[src/rtl/pifo_pkg.sv]
// Shared definitions for the pipelined priority encoder: size derivation
// helpers and the tree node type at the default encode width.
package pifo_pkg;

  // Ceiling log2 for elaboration-time sizing (returns 0 for v <= 1).
  function automatic int clog2(input int v);
    int r;
    r = 0;
    while ((1 << r) < v) r++;
    return r;
  endfunction

  // Width of the zero-padded request vector feeding the tree.
  function automatic int pot_width(input int log_width);
    return 1 << log_width;
  endfunction

  // Number of register stages when the tree is cut every stage_levels levels.
  function automatic int num_stages(input int log_width, input int stage_levels);
    return (log_width + stage_levels - 1) / stage_levels;
  endfunction

  localparam int LOG_WIDTH  = 10;
  localparam int POT_WIDTH  = pot_width(LOG_WIDTH);
  localparam int NUM_STAGES = num_stages(LOG_WIDTH, 2);

  // One tree node: whether any request below it is set, and the index of
  // the winner below it (0 when nothing is set).
  typedef struct packed {
    logic                 hit;
    logic [LOG_WIDTH-1:0] idx;
  } node_t;

endpackage

[src/rtl/priority_encode_level.sv]
// One level of the priority tree: merges adjacent (hit, idx) pairs into
// half as many parent nodes. Indices are carried at full log_width so
// every level has the same node shape; bit `level` records which child won.
module priority_encode_level
  import pifo_pkg::*;
#(
  parameter int log_width = 10,
  parameter int level     = 0,
  parameter bit msb_first = 1'b0,
  localparam int n_in     = pot_width(log_width) >> level,
  localparam int n_out    = n_in / 2
) (
  input  logic [n_in-1:0]                 in_hit,
  input  logic [n_in-1:0][log_width-1:0]  in_idx,
  output logic [n_out-1:0]                out_hit,
  output logic [n_out-1:0][log_width-1:0] out_idx
);

  localparam logic [log_width-1:0] level_bit = log_width'(1) << level;

  // Pick the preferred child that has a hit; an empty pair encodes as 0.
  always_comb begin
    out_hit = '0;
    out_idx = '0;
    for (int j = 0; j < n_out; j++) begin
      out_hit[j] = in_hit[2*j] | in_hit[2*j+1];
      if (msb_first) begin
        if (in_hit[2*j+1])   out_idx[j] = in_idx[2*j+1] | level_bit;
        else if (in_hit[2*j]) out_idx[j] = in_idx[2*j];
      end else begin
        if (in_hit[2*j])        out_idx[j] = in_idx[2*j];
        else if (in_hit[2*j+1]) out_idx[j] = in_idx[2*j+1] | level_bit;
      end
    end
  end

endmodule

[src/rtl/priority_encode_pipe.sv]
// Pipelined log-tree priority encoder. The tree is built from one
// priority_encode_level per level; a register stage closes every
// stage_levels levels (and after the final level).
//
// Handshake: a transfer happens on a clock edge where valid && ready are
// both high. Each stage s holds one entry (vld[s]) and is ready when it is
// empty or the stage after it is ready, so bubbles collapse; a stage loads
// whenever it is ready, and holds data and tag while full and blocked.
module priority_encode_pipe
  import pifo_pkg::*;
#(
  parameter int width        = 1024,
  parameter int log_width    = 10,
  parameter int stage_levels = 2,
  parameter bit msb_first    = 1'b0,
  parameter int tag_width    = 8
) (
  input  logic                 clk,
  input  logic                 rst,
  input  logic                 in_vld,
  output logic                 in_rdy,
  input  logic [width-1:0]     in_decode,
  input  logic [tag_width-1:0] in_tag,
  output logic                 out_vld,
  input  logic                 out_rdy,
  output logic [log_width-1:0] out_encode,
  output logic                 out_hit,
  output logic [tag_width-1:0] out_tag
);

  localparam int pot = pot_width(log_width);
  localparam int ns  = num_stages(log_width, stage_levels);

  logic [ns-1:0]        vld;
  logic [ns:0]          rdy;
  logic [ns-1:0]        src_vld;
  logic [ns-1:0]        cap;
  logic [tag_width-1:0] tag_q   [ns];
  logic [tag_width-1:0] tag_src [ns];
  logic [pot-1:0]       leaf_hit;

  // Pad the request vector with zeros up to the tree width.
  if (pot == width) begin : g_nopad
    assign leaf_hit = in_decode;
  end else begin : g_pad
    assign leaf_hit = {{(pot-width){1'b0}}, in_decode};
  end

  // Ready chain, flattened: stage s is blocked only when it and every stage
  // after it are full and the output is not being taken.
  always_comb begin
    logic full;
    full    = 1'b1;
    rdy     = '0;
    rdy[ns] = out_rdy;
    for (int s = 0; s < ns; s++) begin
      full = 1'b1;
      for (int k = s; k < ns; k++) full = full & vld[k];
      rdy[s] = out_rdy | ~full;
    end
  end

  // Upstream valid/tag for each stage and the data capture enables.
  always_comb begin
    src_vld    = '0;
    src_vld[0] = in_vld;
    for (int s = 1; s < ns; s++) src_vld[s] = vld[s-1];
    tag_src[0] = in_tag;
    for (int s = 1; s < ns; s++) tag_src[s] = tag_q[s-1];
    cap = rdy[ns-1:0] & src_vld;
  end

  // Stage occupancy: a ready stage takes whatever its upstream offers.
  always_ff @(posedge clk or posedge rst) begin
    if (rst) begin
      vld <= '0;
    end else begin
      for (int s = 0; s < ns; s++)
        if (rdy[s]) vld[s] <= src_vld[s];
    end
  end

  // Sideband tags travel in lockstep with their stage's data.
  always_ff @(posedge clk or posedge rst) begin
    if (rst) begin
      for (int s = 0; s < ns; s++) tag_q[s] <= '0;
    end else begin
      for (int s = 0; s < ns; s++)
        if (cap[s]) tag_q[s] <= tag_src[s];
    end
  end

  for (genvar l = 0; l < log_width; l++) begin : g_lvl
    localparam int  n_in     = pot >> l;
    localparam int  n_out    = n_in / 2;
    localparam int  stg      = l / stage_levels;
    localparam bit  boundary = ((l % stage_levels) == (stage_levels - 1)) ||
                               (l == log_width - 1);

    logic [n_in-1:0]                 src_hit;
    logic [n_in-1:0][log_width-1:0]  src_idx;
    logic [n_out-1:0]                c_hit;
    logic [n_out-1:0][log_width-1:0] c_idx;
    logic [n_out-1:0]                q_hit;
    logic [n_out-1:0][log_width-1:0] q_idx;

    if (l == 0) begin : g_src_leaf
      assign src_hit = leaf_hit;
      assign src_idx = '0;
    end else begin : g_src_prev
      assign src_hit = g_lvl[l-1].q_hit;
      assign src_idx = g_lvl[l-1].q_idx;
    end

    priority_encode_level #(
      .log_width (log_width),
      .level     (l),
      .msb_first (msb_first)
    ) u_level (
      .in_hit  (src_hit),
      .in_idx  (src_idx),
      .out_hit (c_hit),
      .out_idx (c_idx)
    );

    if (boundary) begin : g_reg
      // Stage register: captures partial results only when its stage loads.
      always_ff @(posedge clk or posedge rst) begin
        if (rst) begin
          q_hit <= '0;
          q_idx <= '0;
        end else if (cap[stg]) begin
          q_hit <= c_hit;
          q_idx <= c_idx;
        end
      end
    end else begin : g_wire
      assign q_hit = c_hit;
      assign q_idx = c_idx;
    end
  end

  assign in_rdy     = rdy[0];
  assign out_vld    = vld[ns-1];
  assign out_hit    = g_lvl[log_width-1].q_hit[0];
  assign out_encode = g_lvl[log_width-1].q_idx[0];
  assign out_tag    = tag_q[ns-1];

endmodule

[config.mk]
export PLATFORM = sky130hd
export DESIGN_NAME = priority_encode_pipe
export DESIGN_NICKNAME = d
export VERILOG_FILES = /design/src/rtl/pifo_pkg.sv /design/src/rtl/priority_encode_level.sv /design/src/rtl/priority_encode_pipe.sv
export SDC_FILE = /design/constraint.sdc
export NUM_CORES = 2
export LEC_CHECK = 0
export BUFFER_PORTS_ARGS = -buffer_cell sky130_fd_sc_hd__buf_2
export CELL_PAD_IN_SITES_DETAIL_PLACEMENT = 2
export CELL_PAD_IN_SITES_GLOBAL_PLACEMENT = 2
export CORE_UTILIZATION = 33
export DETAILED_ROUTE_END_ITERATION = 8
export GPL_TIMING_DRIVEN = 0
export HOLD_SLACK_MARGIN = 0.1
export PLACE_DENSITY = 0.88
export SYNTH_ARGS = -nofsm -noshare
export SYNTH_HDL_FRONTEND = slang
export SYNTH_SLANG_ARGS = --single-unit
[constraint.sdc]
create_clock -name clk -period 43.5 [get_ports clk]
set_input_delay 8.7 -clock clk [delete_from_list [all_inputs] [get_ports clk]]
set_output_delay 8.7 -clock clk [all_outputs]
set_load 0.01 [all_outputs]
## Word level (Yosys, flattened, before mapping)

Cells that the tools add are included.
W data, S select, Z words.

| word-level totals | value |
|---|---|
| bits in latches | 0 |
| output and inout port bits | 21 |
| logic and storage cells | 3,446 |
| flip-flop bits (word level) | 3,460 |
| bits in read-only memories | 0 |
| RAM bits | 0 |
| memories | 0 |

| cells by class | value |
|---|---|
| multipliers | 0 |
| $lt $le $gt $ge | 0 |
| equality and inequality tests | 0 |
| bitwise logic cells | 1,044 |
| reduce and logical (&&, ||, !) cells | 0 |
| multiplexer cells | 2,046 |
| add/subtract/negate cells | 0 |
| div/mod/pow operators | 0 |
| shift operators | 0 |

Operators by type and width:

| kind | number |
|---|---|
| $mux W10 | 430 |
| $mux W9 | 256 |
| $or A1 B1 Y1 | 1,028 |
| $mux W8 | 128 |
| $mux W1 | 938 |
| $mux W7 | 64 |
| $mux W2 | 170 |
| $mux W6 | 32 |
| $mux W5 | 16 |
| $mux W4 | 8 |
| $mux W3 | 4 |
| $and A1 B1 Y1 | 10 |
| $and A5 B5 Y5 | 1 |
| $not A1 Y1 | 5 |

## Depth between registers and ports, before layout

| logic depth | value |
|---|---|
| depth after elaboration | 7 |
| mapped depth | 6 |
| mapped depth without buffers | 3 |

## Hierarchy

A second synthesis with hierarchy kept.

| unflattened totals | value |
|---|---|
| cells, all modules | 24,411 |
| area total of the unflattened synthesis | 264,752.7 µm² |

By module, submodules not included:

| module | area each (µm²) | times used | cells each |
|---|---|---|---|
| priority_encode_pipe | 140,554.8 | 1 | 8,031 |
| priority_encode_level (g_lvl[0].u_level) | 62,145.9 | 1 | 8,194 |
| priority_encode_level (g_lvl[1].u_level) | 31,076.1 | 1 | 4,098 |
| priority_encode_level (g_lvl[2].u_level) | 15,541.2 | 1 | 2,050 |
| priority_encode_level (g_lvl[3].u_level) | 7,773.7 | 1 | 1,026 |
| priority_encode_level (g_lvl[4].u_level) | 3,890.0 | 1 | 514 |
| priority_encode_level (g_lvl[5].u_level) | 1,948.1 | 1 | 258 |
| priority_encode_level (g_lvl[6].u_level) | 977.2 | 1 | 130 |
| priority_encode_level (g_lvl[7].u_level) | 485.5 | 1 | 64 |
| priority_encode_level (g_lvl[8].u_level) | 232.7 | 1 | 28 |
| priority_encode_level (g_lvl[9].u_level) | 127.6 | 1 | 18 |

## Worst setup path after synthesis

No wires, ideal clock.

| path | value |
|---|---|
| path type | input to output |
| start point | input out_rdy |
| end point | output in_rdy |
| data arrival time | 9,417 ps |
| setup slack | 25,383 ps |
| buffers on the path | 2 |
| stages on the path | 4 |
| required time | 34,800 ps |
| path through | and4b_1 > clkbuf_1 > buf_2 > nand3_1 |

| between the ends | value |
|---|---|
| cells in the longest elaborated chain, start to end | 1 |

Ends and longest elaborated chain:

| what | RTL line | text |
|---|---|---|
| start, declared | priority_encode_pipe.sv:25 | `input logic out_rdy,` |
| $or A1 B1 Y1 | priority_encode_pipe.sv:59 | `rdy[s] = out_rdy \| ~full;` |
| end, declared | priority_encode_pipe.sv:21 | `output logic in_rdy,` |

Every way passes these cells.

## Worst setup path in the final report

Same ends and word-level chain as after synthesis.

==> results by group <==
Power and ir drop
  – Worst vdd ir: 38.5 uV
  – PwrDens: 42.5 nW/um2
  – Static Leakage: 0.0350 uW

Finish
  – Layout cells sized above 1: 24.5%
  – Synth-to-Final Area Change: 21.7%
  – Util after Layout: 40.4%
  – Layout Nets: 8,689
  – FILL cells: 21,079

Detailed routing
  – Vias: 57,244
  – Routed Antenna Nets: 0
  – Initial DRT Pass Iterations: 7
  – Drt total wl: 296,000 um
  – DRT iter0 DRCs: 3,151
  – Post-DR wirelength/cell: 28.3 um
  – Drc violations: 0
  – Vias per inst: 5.47

Min path
  – Hold Path Depth: 1
  – HP Class: reg2reg

CTS
  – Clk root buf: clkbuf_16
  – CTS sink cnt: 1,292
  – CTS tree: yes
  – CTS Buf Count: 151
  – Post-CTS resize count: 0
  – Post-CTS Setup Bufs: 0
  – Clk_lat worst skew: 830 ps
  – Clk slew on worst S/H paths: 60 ps
  – Hold_buf cts: 0
  – H-tree depth: 4
  – Max Root-Sink Buffers: 3

STA
  – Setup TNS: 0 ps
  – Slew @ Worst Pin: 1460 ps
  – Fin. max-slew vios: 0
  – Final setup fails: 0
  – Max Clock Freq: 0.0533 GHz
  – Fin crit share: 43.1%
  – Skew final: 38.2 ps
  – Worst slew margin: 2.77%
  – Final Critical Period: 18,760 ps
  – Hold WS: 490 ps
  – Fin. Hold Viols: 0
  – Unrepaired setup endpoints after global routing: false

Synth
  – Synth Register Bits: 1,292
  – Mapped Cells: 6,408
  – Synth cell types: 40
  – Async set-reset flop share out of synthesis: 100%
  – Most used DFF post-synth: dfrtp_1
  – Post-synthesis sequential area ratio: 48.7%
  – Leading area contributor after synthesis: dfrtp_1
  – Synth area leaders: dfrtp_1, mux2_1, mux2_2, a21oi_1, nor2_1
  – Syn Nets: 7,444
  – Post-Syn Area per Cell: 10.4 um2
  – Post-synth top area share: 48.7%
  – Synth top cells by count: dfrtp_1, mux2_1, nor2_1
  – Top-count cell post-synth: dfrtp_1
  – Yosys warns: 0
  – Post-synth EDFFs: 0
  – Post-Syn Area: 66,300 um2

GRT
  – GRT Resource Usage Total: 28.7%
  – Vias in the first global route: 66,020
  – GR peak layer: met2
  – Grt met3 use: 3.99%
  – Grt met1 use: 32.6%
  – Initial antenna violation count: 54
  – Grt ovf: 0
  – Largest net degree at the start of global routing: 44
  – First-pass GRT wire length: 438,000 um
  – M2 GR Usage: 51.4%

Floorplanning
  – Core area: 200,000 um2
  – Initial Util: 33.2%
  – Die span in y: 450 um
  – FP Rows: 164
  – Die Footprint: 203,000 um2
  – Die W: 450 um
  – Io pins: 1,057

Critical path
  – Worst path arrival time: 10,060 ps
  – R2R cell count: 4
  – CP Launch Type: primary input
  – Critical Path RT: 34,800 ps
  – Crit end category: output port
  – Crit Path Category: in2out
  – Critical Path Fanout Max: 10

Placed design
  – RD Place Congestion: 0.888
  – Hpwl dp: 221,000 um
  – Number of port buffers: 1,056

Status
  – Status: complete, no violations

Flow run
  – Max-cap viol count: 0
-- placed cells by master, fill, tap and decap left out, types with 51 or more instances in the layout --
cell / Yosys / layout
dfrtp_1: 1292 / 1292
clkbuf_16: 0 / 154
buf_4: 68 / 68
mux2_1: 600 / 600
nor3_1: 318 / 318
nor4_1: 80 / 80
buf_2: 61 / 1117
a22oi_1: 61 / 61
nor2_1: 592 / 592
inv_1: 357 / 356
mux2i_1: 114 / 114
nor3b_1: 128 / 128
a211oi_1: 222 / 222
a21o_1: 61 / 61
nor2b_1: 131 / 131
nand3b_1: 244 / 244
a21oi_1: 445 / 445
clkbuf_1: 155 / 198
mux2_2: 423 / 423
o21ai_0: 51 / 51
a31oi_1: 66 / 66
nand2b_1: 308 / 308
nand2_1: 389 / 389
-- area by class of cell --
cell class | instances | area, um2 | area share (%)
inverter | 357 | 1340 | 1.66
sequential | 1292 | 32300 | 40.0
multi-input combinational | 4423 | 31000 | 38.4
clock buffer | 237 | 4550 | 5.63
timing repair buffer | 1092 | 6010 | 7.44
tap | 2656 | 3320 | 4.12
buffer | 336 | 1680 | 2.08
antenna | 33 | 82.6 | 0.102
clock inverter | 35 | 450 | 0.558
-- metrics by stage --
stage          instances  cell area (um2)  power, uW  setup WS, ps
2_1_floorplan       6408            66300       1790         16940
3_3_place_gp       10120            74900       2060          9350
3_5_place_dp       10155            75700       2120         24700
4_1_cts            10427            80700       3460         24700
5_1_grt            10447            80700       3550         24650
6_report           10461            80700       3430         24740
-- worst max-delay path: stages --
cell	delay (ps)
buf_2	120
and4b_1	310
clkbuf_1	190
buf_2	310
nand3_1	130
buf_2	280
-- routing by layer --
| layer | routed length [um] | vias to the layer above | part of all wire, % |
|---|---|---|---|
| met4 | 17900 | 12 | 6.0 |
| met2 | 152000 | 1661 | 51 |
| met5 | 73 | - | 0.025 |
| met3 | 11200 | 651 | 3.8 |
| met1 | 115000 | 29828 | 39 |
| li1 | - | 25092 | - |
-- worst paths after layout --
check                         startpoint  slack (ps)                   end
setup / recovery                 out_rdy       24740                in_rdy
hold / removal             out_encode[8]         490         out_encode[8]
setup reg to reg                  vld[1]       40270   g_lvl[5].q_idx[143]
hold reg to reg            out_encode[8]         490         out_encode[8]
max in group asynchronous            rst       32940  g_lvl[1].q_idx[1971]
min in group asynchronous            rst        8030   g_lvl[1].q_idx[301]
-- kinds of logic after synthesis --
| group | after synthesis | share of synthesized area [%] |
|---|---|---|
| AOI/OAI and AO/OA | 1051 | 10.1 |
| buffers and inverters | 693 | 4.55 |
| and+or+nand+nor | 2235 | 17.5 |
| muxes | 1137 | 19.1 |
| DFF | 1292 | 48.7 |
-- report_power, final --
| part | internal [uW] | switching, uW | leakage (uW) |
|---|---|---|---|
| Sequential | 1360 | 127 | 0.0153 |
| Combinational | 251 | 373 | 0.0172 |
| Clock | 765 | 557 | 0.00246 |
| Total | 2380 | 1060 | 0.0350 |
-- state kept, by name (all words and copies together) (netlist names) --
| signal | count |
|---|---|
| g_lvl.q_hit | 340 |
| g_lvl.q_idx | 896 |
| out_encode | 10 |
| out_hit | 1 |
| out_tag | 8 |
| tag_q | 32 |
| vld | 5 |
No activity file was read; power rests on OpenSTA's default activity.
